$ cat src/rtl/counter_bank_if.sv
// Signal bundle between a counter_bank and its user: per-channel controls in,
// count/status out. Multi-bit fields pack channel i at [i*WIDTH +: WIDTH].
interface counter_bank_if #(
    parameter int NUM_CH = 4,
    parameter int WIDTH  = 16
);
    logic [NUM_CH-1:0]       en;
    logic [NUM_CH-1:0]       dir;
    logic [NUM_CH-1:0]       load;
    logic [NUM_CH*WIDTH-1:0] load_val;
    logic [NUM_CH-1:0]       clear;
    logic [NUM_CH*WIDTH-1:0] cmp_val;
    logic [NUM_CH*WIDTH-1:0] count;
    logic [NUM_CH-1:0]       tc_pulse;
    logic [NUM_CH-1:0]       match;
    logic [NUM_CH-1:0]       done;

    modport master (
        output en, dir, load, load_val, clear, cmp_val,
        input  count, tc_pulse, match, done
    );

    modport slave (
        input  en, dir, load, load_val, clear, cmp_val,
        output count, tc_pulse, match, done
    );
endinterface

$ cat src/rtl/counter_bank.sv
// Bank of NUM_CH independent up/down counters sharing one prescaler, with
// wrap/saturate/one-shot terminal behaviour, terminal-count pulses and compare flags.
module counter_bank #(
    parameter int NUM_CH   = 4,
    parameter int WIDTH    = 16,
    parameter int MODE     = 0,
    parameter int PRESCALE = 1
) (
    input  logic            clk,
    input  logic            reset,
    counter_bank_if.slave   bus
);
    localparam int              PW       = (PRESCALE > 1) ? $clog2(PRESCALE) : 1;
    localparam logic [PW-1:0]   PRE_LAST = PW'(PRESCALE - 1);
    localparam logic [WIDTH-1:0] CNT_MAX = {WIDTH{1'b1}};

    logic [PW-1:0]           r_presc;
    logic                    w_tick;
    logic [NUM_CH*WIDTH-1:0] r_count;
    logic [NUM_CH-1:0]       r_tc;
    logic [NUM_CH-1:0]       r_done;
    logic [NUM_CH*WIDTH-1:0] w_count_nxt;
    logic [NUM_CH-1:0]       w_tc_nxt;
    logic [NUM_CH-1:0]       w_done_nxt;
    logic [NUM_CH-1:0]       w_match;

    // Next state of one channel, returned as {tc, done, count}.
    function automatic logic [WIDTH+1:0] f_channel_next(
        input logic [WIDTH-1:0] cur,
        input logic             done_cur,
        input logic             clr,
        input logic             ld,
        input logic [WIDTH-1:0] ld_val,
        input logic             step,
        input logic             up
    );
        logic [WIDTH-1:0] nxt;
        logic [WIDTH-1:0] term;
        logic             tc;
        logic             dn;
        term = up ? CNT_MAX : {WIDTH{1'b0}};
        nxt  = cur;
        tc   = 1'b0;
        dn   = done_cur;
        if (clr) begin
            nxt = {WIDTH{1'b0}};
            dn  = 1'b0;
        end else if (ld) begin
            nxt = ld_val;
            dn  = 1'b0;
        end else if (step) begin
            if (cur == term) begin
                // Leaving the terminal value never pulses; saturate pins it.
                case (MODE)
                    1:       nxt = cur;
                    default: nxt = up ? {WIDTH{1'b0}} : CNT_MAX;
                endcase
            end else begin
                nxt = up ? (cur + WIDTH'(1)) : (cur - WIDTH'(1));
                if (nxt == term) begin
                    tc = 1'b1;
                    dn = (MODE == 2) ? 1'b1 : done_cur;
                end else begin
                    tc = 1'b0;
                end
            end
        end else begin
            nxt = cur;
        end
        return {tc, dn, nxt};
    endfunction

    // Prescaler strobe: high in the cycle the prescaler sits at its last value.
    always_comb begin
        w_tick = (r_presc == PRE_LAST);
    end

    // Per-channel next-state evaluation.
    always_comb begin
        w_count_nxt = r_count;
        w_tc_nxt    = '0;
        w_done_nxt  = r_done;
        for (int i = 0; i < NUM_CH; i++) begin
            {w_tc_nxt[i], w_done_nxt[i], w_count_nxt[i*WIDTH +: WIDTH]} = f_channel_next(
                r_count[i*WIDTH +: WIDTH],
                r_done[i],
                bus.clear[i],
                bus.load[i],
                bus.load_val[i*WIDTH +: WIDTH],
                w_tick & bus.en[i] & ~r_done[i],
                bus.dir[i]
            );
        end
    end

    // State registers for the prescaler and all channels.
    always_ff @(posedge clk) begin
        if (reset) begin
            r_presc <= '0;
            r_count <= '0;
            r_tc    <= '0;
            r_done  <= '0;
        end else begin
            r_presc <= w_tick ? PW'(0) : (r_presc + PW'(1));
            r_count <= w_count_nxt;
            r_tc    <= w_tc_nxt;
            r_done  <= w_done_nxt;
        end
    end

    // Compare flags follow the registered count.
    always_comb begin
        w_match = '0;
        for (int i = 0; i < NUM_CH; i++) begin
            w_match[i] = (r_count[i*WIDTH +: WIDTH] == bus.cmp_val[i*WIDTH +: WIDTH]);
        end
    end

    assign bus.count    = r_count;
    assign bus.tc_pulse = r_tc;
    assign bus.done     = r_done;
    assign bus.match    = w_match;
endmodule

$ cat src/flat_wrapper.sv
// flat-port wrapper written by rule: the top's interface ports become plain ports
module counter_bank_flat 
#(
    parameter int NUM_CH   = 4,
    parameter int WIDTH    = 16,
    parameter int MODE     = 0,
    parameter int PRESCALE = 1
)
  (clk, reset, bus_en, bus_dir, bus_load, bus_load_val, bus_clear, bus_cmp_val, bus_count, bus_tc_pulse, bus_match, bus_done);
  counter_bank_if #(.NUM_CH(NUM_CH), .WIDTH(WIDTH)) bus_i ();
  input  logic clk;
  input  logic reset;
  input wire logic [$bits(bus_i.en)-1:0] bus_en;
  input wire logic [$bits(bus_i.dir)-1:0] bus_dir;
  input wire logic [$bits(bus_i.load)-1:0] bus_load;
  input wire logic [$bits(bus_i.load_val)-1:0] bus_load_val;
  input wire logic [$bits(bus_i.clear)-1:0] bus_clear;
  input wire logic [$bits(bus_i.cmp_val)-1:0] bus_cmp_val;
  output wire logic [$bits(bus_i.count)-1:0] bus_count;
  output wire logic [$bits(bus_i.tc_pulse)-1:0] bus_tc_pulse;
  output wire logic [$bits(bus_i.match)-1:0] bus_match;
  output wire logic [$bits(bus_i.done)-1:0] bus_done;
  assign bus_i.en = bus_en;
  assign bus_i.dir = bus_dir;
  assign bus_i.load = bus_load;
  assign bus_i.load_val = bus_load_val;
  assign bus_i.clear = bus_clear;
  assign bus_i.cmp_val = bus_cmp_val;
  assign bus_count = bus_i.count;
  assign bus_tc_pulse = bus_i.tc_pulse;
  assign bus_match = bus_i.match;
  assign bus_done = bus_i.done;
  counter_bank #(.NUM_CH(NUM_CH), .WIDTH(WIDTH), .MODE(MODE), .PRESCALE(PRESCALE)) u_core (.clk(clk), .reset(reset), .bus(bus_i));
endmodule
$ cat config.mk
export PLATFORM = sky130hd
export DESIGN_NAME = counter_bank_flat
export DESIGN_NICKNAME = d
export VERILOG_FILES = /design/src/rtl/counter_bank_if.sv /design/src/rtl/counter_bank.sv /design/src/flat_wrapper.sv
export SDC_FILE = /design/constraint.sdc
export NUM_CORES = 1
export LEC_CHECK = 0
export CAP_MARGIN = 0
export CORE_MARGIN = 1
export CORE_UTILIZATION = 44
export CTS_BUF_LIST = sky130_fd_sc_hd__clkbuf_8
export DETAILED_ROUTE_END_ITERATION = 8
export PLACE_DENSITY = 0.79
export SKIP_LAST_GASP = 1
export SLEW_MARGIN = 15
export SYNTH_ARGS = -nofsm -noshare
export SYNTH_HDL_FRONTEND = slang
export SYNTH_SLANG_ARGS = --single-unit
$ cat constraint.sdc
create_clock -name clk -period 3.7 [get_ports clk]
set_clock_uncertainty 0.1 [all_clocks]
set_input_delay 0.74 -clock clk [delete_from_list [all_inputs] [get_ports clk]]
set_output_delay 0.74 -clock clk [all_outputs]
set_load 0.02 [all_outputs]
== Yosys cells after proc, flatten, opt, wreduce, memory -nomap -nowiden ==
Index checks and enable logic that the tools add are counted.

* Flip-flop bits (word level): 69
* Bits of input ports: 146
* Output and inout bits: 76
* Word-level logic and storage cells: 80

* Add/subtract/negate cells: 9
* Equality and inequality tests: 12
* Mux-type cells: 28
* Bitwise operators: 9
* Reduce and logical (&&, ||, !) cells: 13

{| class="wikitable"
|+ Operators with widths
! cell !! count
|-
| $mux W16 || 24
|-
| $eq A16 B16 Y1 || 12
|-
| $add A16 B1 Y16 const B || 4
|-
| $sub A16 B1 Y16 const B || 4
|-
| $reduce_or A5 Y1 || 4
|-
| $reduce_or A2 Y1 || 5
|-
| $reduce_bool A2 Y1 || 4
|-
| $not A1 Y1 || 5
|-
| $and A1 B1 Y1 || 4
|-
| $mux W1 || 4
|-
| $add A1 B1 Y1 const B || 1
|}

== Depth between registers and ports, before layout ==
Gate-level depths: netlist of the first run.

* Depth after elaboration: 5
* Gate-level depth with buffers: 12
* Mapped depth without buffers: 10

== Worst setup path before layout of the first run ==
OpenSTA, ideal clock, no wires.

* Path type: input port to flip-flop
* From: input port bus_dir[1]
* To: register u_core.r_tc[1] (netlist: u_core.bus.tc_pulse[1])
* Library setup time: 0.070 ns
* Arrival time: 3.641 ns
* Data required time: 3.530 ns
* Path slack: -0.111 ns
* Cell stages on the path: 11
* Buffers on the path: 1
* Cell sequence: clkbuf_1 inv_1 fa_1 a21o_1 a221oi_2 o21bai_1 a21oi_1 xnor2_1 or4b_1 or4_1 a21oi_1

* Longest elaborated chain between the ends: 3
* Elaborated cells between the ends (all ways): 6
* Those cells by class: eq/ne: 2; mux: 3; reduce/logical: 1

{| class="wikitable"
|+ Ends and longest elaborated chain
! item !! RTL line !! RTL
|-
| start: declaration || flat_wrapper.sv:14 || <nowiki>input wire logic [$bits(bus_i.dir)-1:0] bus_dir;</nowiki>
|-
| $mux W16, on equally long branches || counter_bank.sv:41, counter_bank.sv:59 ||
|-
| $eq A16 B16 Y1, on equally long branches || counter_bank.sv:52, counter_bank.sv:60 ||
|-
| $reduce_or A5 Y1 (no line) or $mux W1 (tied branches) || n/a ||
|-
| end signal: assignment || counter_bank.sv:106 || <nowiki>r_tc <= w_tc_nxt;</nowiki>
|-
| end: declaration || counter_bank.sv:20 || <nowiki>logic [NUM_CH-1:0] r_tc;</nowiki>
|}

Parallel ways exist; a longest one is shown, timed or not.
A chain may end at the register's enable or synchronous reset.

== Final worst setup path of the first run ==
Ends and elaborated chain as after synthesis.

==> summary.md, run 1 <==
| Metric | Value |
|---|---|
| Status | finished, final reports clean |
| Hold Path Class | register to register |
| Max cap viols | 0 |
| Start of the worst register-to-register path | u_core.bus.count[17] |
| Critical path type | primary input to register |
| Switching power | about 0.97 mW |
| RSZ-0062 raised after global routing | no |
| Fill count | about 1300 |
| Port bufs | 217 |
| Final Setup Violations | 0 |
| Min Tclk post-route | roughly 3.6 ns |
| Largest net degree at the start of global routing | 34 |
| Post-synth EDFFs | 0 |
| Data required time of the worst path | roughly 3.9 ns |
| Area growth syn-to-layout | 51.6% |
| Remaining routing DRC violations | 0 |
| Synthesized area | slightly above 0.007 mm² |
| Stages on worst setup path | 12 |
| Via count | approximately 8400 |
| R2r endpoint | u_core.bus.tc_pulse[1] |
| Count of hold-fix buffers inserted at cts | 0 |
| Top FF cell, synth | dfxtp_1 |
| Most frequent CP cell | a21oi_1 |
| Antenna-violating nets left | 0 |
| Slew @ Worst Pin | 0.733 ns |
| Slew Viols, Final | 0 |
| Tcrit/Tclk final | 97.4% |
| Clock root cell | clkbuf_8 |
| CP cell instances | clkdlybuf4s50_1 > inv_2 > fa_1 > a21o_1 > a221oi_4 > buf_4 > o211ai_1 > a31o_2 > a21oi_1 > xor2_1 > or4_1 > a21oi_1 |
| # IOs | roughly 220 |
| Max_slew headroom | 50.8% |
| Core region area | about 0.016 mm² |
| YS warnings | 0 |
| N_diodes | 0 |
| Deepest clock path buffer count | 2 |
| Hold Path Cell Cnt | 2 |
| H-Tree Depth | 3 |
| Post-synthesis cell type count | 74 |
| Switching share of total power | ~34% |
| Die width | about 130 µm |
| Clk pwr share | between 20% and 30% |
| Gp weighted congestion | around 0.96 |
| Ys async rst share | 0% |
| Num CTS Buffers | 9 |
| Peak supply drop | 0.161 mV |
| Vias per cell | ~5.7 |
| Final hold vios | 0 |
| Reg power frac | 28.8% |
| Pwr per Cell Area | about 270 mW/mm² |
| DPL Wire Length | a little under 20 mm |
| Fmax | around 280 MHz |
| Worst EP arrival | roughly 3.8 ns |
| Row Count | 46 |
| CP startpoint kind | primary input |
| Die height | between 100 and 150 µm |
| Clock Sinks | 69 |
| CP max stage cell | or4_1 |
| Hold WS | approximately 0.49 ns |
| First-pass GRT wire length | between 30 and 40 mm |
| P_leak | between 4 and 5 nW |
| Initial Util | between 40 and 50% |
| TritonCTS clock tree | yes |
| CP top delay family | compound AO/OA/AOI/OAI gates |
| Clock latency on the worst-skew pair | roughly 0.38 ns |
| Worst R2R Path Depth | 10 |
| Total die area | about 0.017 mm² |
| GR Overflow Total | 0 |
| Pint | around 1.9 mW |
| Cells after Synth | about 940 |
| Peak per-stage delay on the critical path | roughly 0.53 ns |
| Power Total | roughly 2.9 mW |
| Initial DRC count | about 550 |
| Syn Area/Cell | roughly 7.5 µm² |
| Routed WL | 25.0 mm |
| Share of cells above drive strength 1 | roughly 15% |
| WL per Instance | 16.8 µm |
| Seq cells post-synth | ~70 |
| Comb pwr share | between 40 and 50% |
| Pre-antenna DRT Iters | 5 |
| Initial antenna violation count | 0 |
| Number of global-route vias before repair | ~8000 |
| Hold Path Origin | u_core.bus.count[22] |
| GRT Overall Usage | between 20% and 30% |
| R2R Setup Slk | 0.62 ns |
| Clk slew on worst S/H paths | about 0.090 ns |
| Nets | 1472 |
| Buf/Inv on CP | 3 |
| Post-synthesis sequential area ratio | approximately a fifth |
| Crit Path Max Fanout | 8 |
| Worst Hold End | u_core.bus.count[22] |
| Crit. End Element | register |
[cell usage after synthesis, types with 8 or more instances]
master	n	area share [%]
nor4_1	11	0.97
nand3_1	18	1.3
inv_1	23	1.2
o21ai_0	20	1.4
nor2b_1	8	0.71
nand4_1	31	2.7
o221ai_1	25	3.1
nor2_1	100	5.3
clkbuf_1	39	2.1
a21o_1	17	1.8
nor3_1	45	3.2
ha_1	56	9.9
xor2_1	21	2.6
o211ai_1	10	1.1
nand2_1	50	2.6
xnor2_1	105	13
a211oi_1	10	1.1
nand2b_1	13	1.1
a21oi_1	132	9.3
dfxtp_1	69	19
and3_1	14	1.2
[metrics by stage]
stage / setup WS [ns] / utilization [%] / std cells / setup TNS [ns] / area [µm²]
after detailed placement: -0.331 / 65.7 / 1470 / -2.07 / 10400
after CTS: 0.0244 / 67.3 / 1485 / 0 / 10700
after global routing: 0.00259 / 67.9 / 1486 / 0 / 10800
after global placement: -0.218 / 65.7 / 1470 / -0.948 / 10400
after floorplan: -0.00583 / - / 947 / -0.00583 / 7110
final: 0.0979 / 67.9 / 1486 / 0 / 10800
[state kept, by name, indices dropped and copies added, names as in the netlist]
register,count
u_core.bus.count,64
u_core.bus.tc_pulse,4
u_core.r_presc,1
[what timing repair did]
action | CTS | global route
buffers inserted | 0 | 1
endpoints found under the setup margin | 0 | 5
resized for setup | 0 | 16
[how the worst max path moves through the flow]
stage                    start                endpoint  slack, ns
finish              bus_dir[1]  u_core.bus.tc_pulse[1]        0.1
global route        bus_dir[1]  u_core.bus.tc_pulse[1]      0.003
CTS                 bus_dir[0]  u_core.bus.tc_pulse[0]       0.02
detailed placement  bus_dir[0]  u_core.bus.tc_pulse[0]      -0.33
global placement    bus_dir[1]  u_core.bus.tc_pulse[1]      -0.22
floorplan           bus_dir[1]  u_core.bus.tc_pulse[1]     -0.006
[cell type report]
cell class              count  area (µm²)  area share (%)
clock inverters             6         136            1.27
inverters                  23        86.3           0.803
multi-input cells         808        5530            51.5
well taps                 216         270            2.51
flip-flops and latches     69        1380            12.8
clock buffers               9         124            1.15
repair buffers            355        3220            30.0
[tightest hold or removal path, delay by kind of cell (launching register included)]
family          cells  cell delay (ns)
compound gates      2             0.19
flops               1             0.36
[power by group through the flow]
| stage | combinational (mW) | clock (mW) | sequential (mW) |
|---|---|---|---|
| after floorplan | 0.595 | 0 | 0.870 |
| after global placement | 1.14 | 0 | 0.849 |
| after detailed placement | 1.16 | 0 | 0.850 |
| after CTS | 1.17 | 0.866 | 0.832 |
| after global routing | 1.30 | 0.891 | 0.837 |
| final | 1.19 | 0.860 | 0.833 |
[layout by cell type, fill, tap and decap left out, types with 5 or more instances in the layout]
master / n
and2_1: 5
dfxtp_1: 69
clkdlybuf4s50_1: 217
nor2_1: 100
o21ai_0: 18
o21ai_1: 7
nand4_1: 31
a21oi_1: 131
ha_1: 56
or4_1: 6
conb_1: 5
nor2b_1: 8
and3_1: 14
nand3_1: 18
nor4_1: 11
nor3_1: 44
o211ai_1: 10
inv_1: 20
o21bai_1: 7
xnor2_1: 103
or3_1: 7
a21o_1: 17
nand2_1: 50
nand2b_1: 13
o221ai_1: 25
xor2_1: 20
o21a_1: 7
clkbuf_8: 9
buf_4: 137
nand3b_1: 5
a211oi_1: 9
[kinds of logic (layout without fill, tap and decap cells)]
group | after synthesis | in the layout | share of synthesized area (%)
AND/OR/NAND/NOR | 335 | 335 | 24.0
AO/OA/AOI/OAI | 278 | 278 | 25.3
XOR/XNOR | 126 | 126 | 15.6
buffers and inverters | 70 | 393 | 4.00
flip-flops | 69 | 69 | 19.5
adder cells (fa/ha/maj) | 60 | 60 | 11.0
multiplexers | 4 | 4 | 0.582
other | 1 | 5 | 0.0529
[routing by layer]
metal | routed length (µm) | global-route usage [%] | part of all wire, % | vias to the layer above
li1 | - | - | - | 4137
met4 | 654 | 11.8 | 2.6 | 0
met1 | 10800 | 36.5 | 43 | 3953
met5 | 0 | 0 | 0 | -
met2 | 12300 | 52.5 | 49 | 274
met3 | 1250 | 4.20 | 5.0 | 52
No activity file was read; power rests on OpenSTA's default activity.
==> run 2: changes to the inputs <==
CORE_UTILIZATION = 36   (was 44)
HOLD_SLACK_MARGIN = 0.02   (was not set)
PLACE_DENSITY = 0.67   (was 0.79)
==> summary.md, run 2 (synthesized netlist as in run 1, its figures left out) <==
| Metric | Value |
|---|---|
| Critical path type | primary input to register (unchanged) |
| Setup TNS Final | 0 ns (unchanged) |
| Nets | 1486 (was 1472) |
| First-pass GRT wire length | 40.1 mm (was 39.0 mm) |
| Port bufs | 217 (unchanged) |
| # IOs | 222 (unchanged) |
| Switching share of total power | 36.3% (was 33.7%) |
| Initial antenna violation count | 0 (unchanged) |
| Pwr per Cell Area | 249 mW/mm² (was 269 mW/mm²) |
| Peak supply drop | 0.143 mV (was 0.161 mV) |
| CP startpoint kind | primary input (unchanged) |
| GR Overflow Total | 0 (unchanged) |
| Final Setup Violations | 0 (unchanged) |
| RSZ-0062 raised after global routing | yes (was no) |
| Gp weighted congestion | 0.929 (was 0.955) |
| Crit Path Max Fanout | 9 (was 8) |
| Slew @ Worst Pin | 0.483 ns (was 0.733 ns) |
| Antenna-violating nets left | 0 (unchanged) |
| CP max stage cell | clkdlybuf4s50_1 (was or4_1) |
| Die height | 142 µm (was 129 µm) |
| Commonest cells after routing, fill and taps aside | clkdlybuf4s50_1 (217), buf_4 (151), a21oi_1 (132) (was clkdlybuf4s50_1 (217), buf_4 (137), a21oi_1 (131)) |
| CP cell instances | clkdlybuf4s50_1 > inv_2 > ha_1 > a21o_1 > a221oi_4 > o21ai_1 > xor2_1 > nand2_1 > or4b_1 > or4_1 > a21oi_1 (was clkdlybuf4s50_1 > inv_2 > fa_1 > a21o_1 > a221oi_4 > buf_4 > o211ai_1 > a31o_2 > a21oi_1 > xor2_1 > or4_1 > a21oi_1) |
| Fmax | 280 MHz (was 278 MHz) |
| TritonCTS clock tree | yes (unchanged) |
| Comb pwr share | 44.5% (was 41.4%) |
| Slew Viols, Final | 0 (unchanged) |
| Initial Util | 37.3% (was 44.8%) |
| P_leak | 4.37 nW (was 4.35 nW) |
| WL per Instance | 16.7 µm (was 16.8 µm) |
| Initial DRC count | 446 (was 551) |
| Deepest clock path buffer count | 2 (unchanged) |
| Clock Sinks | 69 (unchanged) |
| Reg power frac | 30.9% (was 28.8%) |
| Min Tclk post-route | 3.58 ns (was 3.60 ns) |
| GRT Overall Usage | 25.3% (was 29.8%) |
| Pre-antenna DRT Iters | 5 (unchanged) |
| Clock root cell | clkbuf_8 (unchanged) |
| Clk pwr share | 24.6% (was 29.8%) |
| Status | finished, final reports clean (unchanged) |
| Num CTS Buffers | 9 (unchanged) |
| N_diodes | 0 (unchanged) |
| Switching power | 0.978 mW (was 0.974 mW) |
| Vias per cell | 5.37 (was 5.66) |
| Max_slew headroom | 67.0% (was 50.8%) |
| Clock latency on the worst-skew pair | 0.38 ns (about the same) |
| Cell Area, Placed | 0.0105 mm² (was 0.0104 mm²) |
| Number of global-route vias before repair | 7859 (was 7960) |
| Total die area | 0.0203 mm² (was 0.0166 mm²) |
| Core region area | 0.0190 mm² (was 0.0158 mm²) |
| Count of hold-fix buffers inserted at cts | 0 (unchanged) |
| Area growth syn-to-layout | 52.1% (was 51.6%) |
| Clk slew on worst S/H paths | 0.10 ns (was 0.09 ns) |
| Peak per-stage delay on the critical path | 0.50 ns (was 0.53 ns) |
| DPL Wire Length | 20.7 mm (was 19.8 mm) |
| Routed WL | 25.8 mm (was 25.0 mm) |
| Data required time of the worst path | 3.91 ns (about the same) |
| Final Cell Area | 0.0108 mm² (about the same) |
| H-Tree Depth | 3 (unchanged) |
| Worst EP arrival | 3.79 ns (was 3.81 ns) |
| Max reg flops | 64 (unchanged) |
| Via count | 8303 (was 8416) |
| Share of cells above drive strength 1 | 14.9% (was 14.6%) |
| Hold Path Class | register to register (unchanged) |
| Crit. End Element | register (unchanged) |
| Max cap viols | 0 (unchanged) |
| Tcrit/Tclk final | 96.7% (was 97.4%) |
| Final hold vios | 0 (unchanged) |
| Row Count | 50 (was 46) |
| Largest net degree at the start of global routing | 34 (unchanged) |
| Pint | 1.71 mW (was 1.91 mW) |
| Die width | 142 µm (was 129 µm) |
| Remaining routing DRC violations | 0 (unchanged) |
| Most common cell after layout, fill and taps aside | clkdlybuf4s50_1 (unchanged) |
## run 2: cell types whose count changed in the layout (fill, tap and decap cells not counted), sizes merged
cell,delta
buf,+14
bufinv,-3
clkinv,+2
clkinvlp,+1
inv,+1
## run 2: power groups by stage
stage | sequential [mW] | combinational (mW) | clock, mW
2_1_floorplan | 0.870 | 0.595 | 0
6_report | 0.832 | 1.20 | 0.661
4_1_cts | 0.832 | 1.18 | 0.668
5_1_grt | 0.838 | 1.30 | 0.698
3_3_place_gp | 0.850 | 1.16 | 0
3_5_place_dp | 0.850 | 1.18 | 0
## run 2: through the flow
stage / hold WS (ns) / worst slack [ns] / utilization [%] / total power [mW] / std cells
floorplan: 0.538 / -0.00583 / - / 1.47 / 947
global placement: 0.469 / -0.250 / 55.4 / 2.01 / 1527
detailed placement: 0.480 / -0.354 / 55.4 / 2.03 / 1527
CTS: 0.499 / 0.0534 / 56.5 / 2.68 / 1543
global route: 0.517 / -0.0460 / 56.7 / 2.84 / 1545
finish: 0.493 / 0.124 / 56.7 / 2.69 / 1545
## run 2: layout make-up
| class | count | area [µm²] |
|---|---|---|
| sequential | 69 | 1380 |
| clock inverter | 7 | 67.6 |
| timing repair buffer | 369 | 3330 |
| clock buffer | 9 | 124 |
| tap | 260 | 325 |
| inverter | 23 | 86.3 |
| multi-input combinational | 808 | 5480 |
| fill | 1840 | 8230 |
## run 2: final timing paths
| path | from | cells past startpoint | to | slack (ns) |
|---|---|---|---|---|
| setup reg to reg | u_core.bus.count[0] | 9 | u_core.bus.tc_pulse[0] | 0.61 |
| hold reg to reg | u_core.bus.count[55] | 2 | u_core.bus.count[55] | 0.49 |
| hold / removal | u_core.bus.count[55] | 2 | u_core.bus.count[55] | 0.49 |
| setup / recovery | bus_dir[1] | 11 | u_core.bus.tc_pulse[1] | 0.12 |
## run 2: critical path: cells and delay by family
family                   cells  cell delay (ns)
AND/OR/NAND/NOR              3             0.99
AO/OA/AOI/OAI                4             0.85
buffers and inverters        2             0.62
adder cells (fa/ha/maj)      1             0.37
XOR/XNOR                     1             0.22
## run 2: what timing repair did
item                                   CTS  global route
setup buffers                            0             2
setup endpoints to repair                0             4
resized for setup                        0             8
endpoints found under the hold margin    0             0
## run 2: metal layers
layer,track usage (%),wire (µm),vias up
met2,43.6,12300,236
met5,0,0,-
met1,31.8,11700,3869
met3,3.20,1170,44
met4,10.4,658,0
li1,-,-,4154
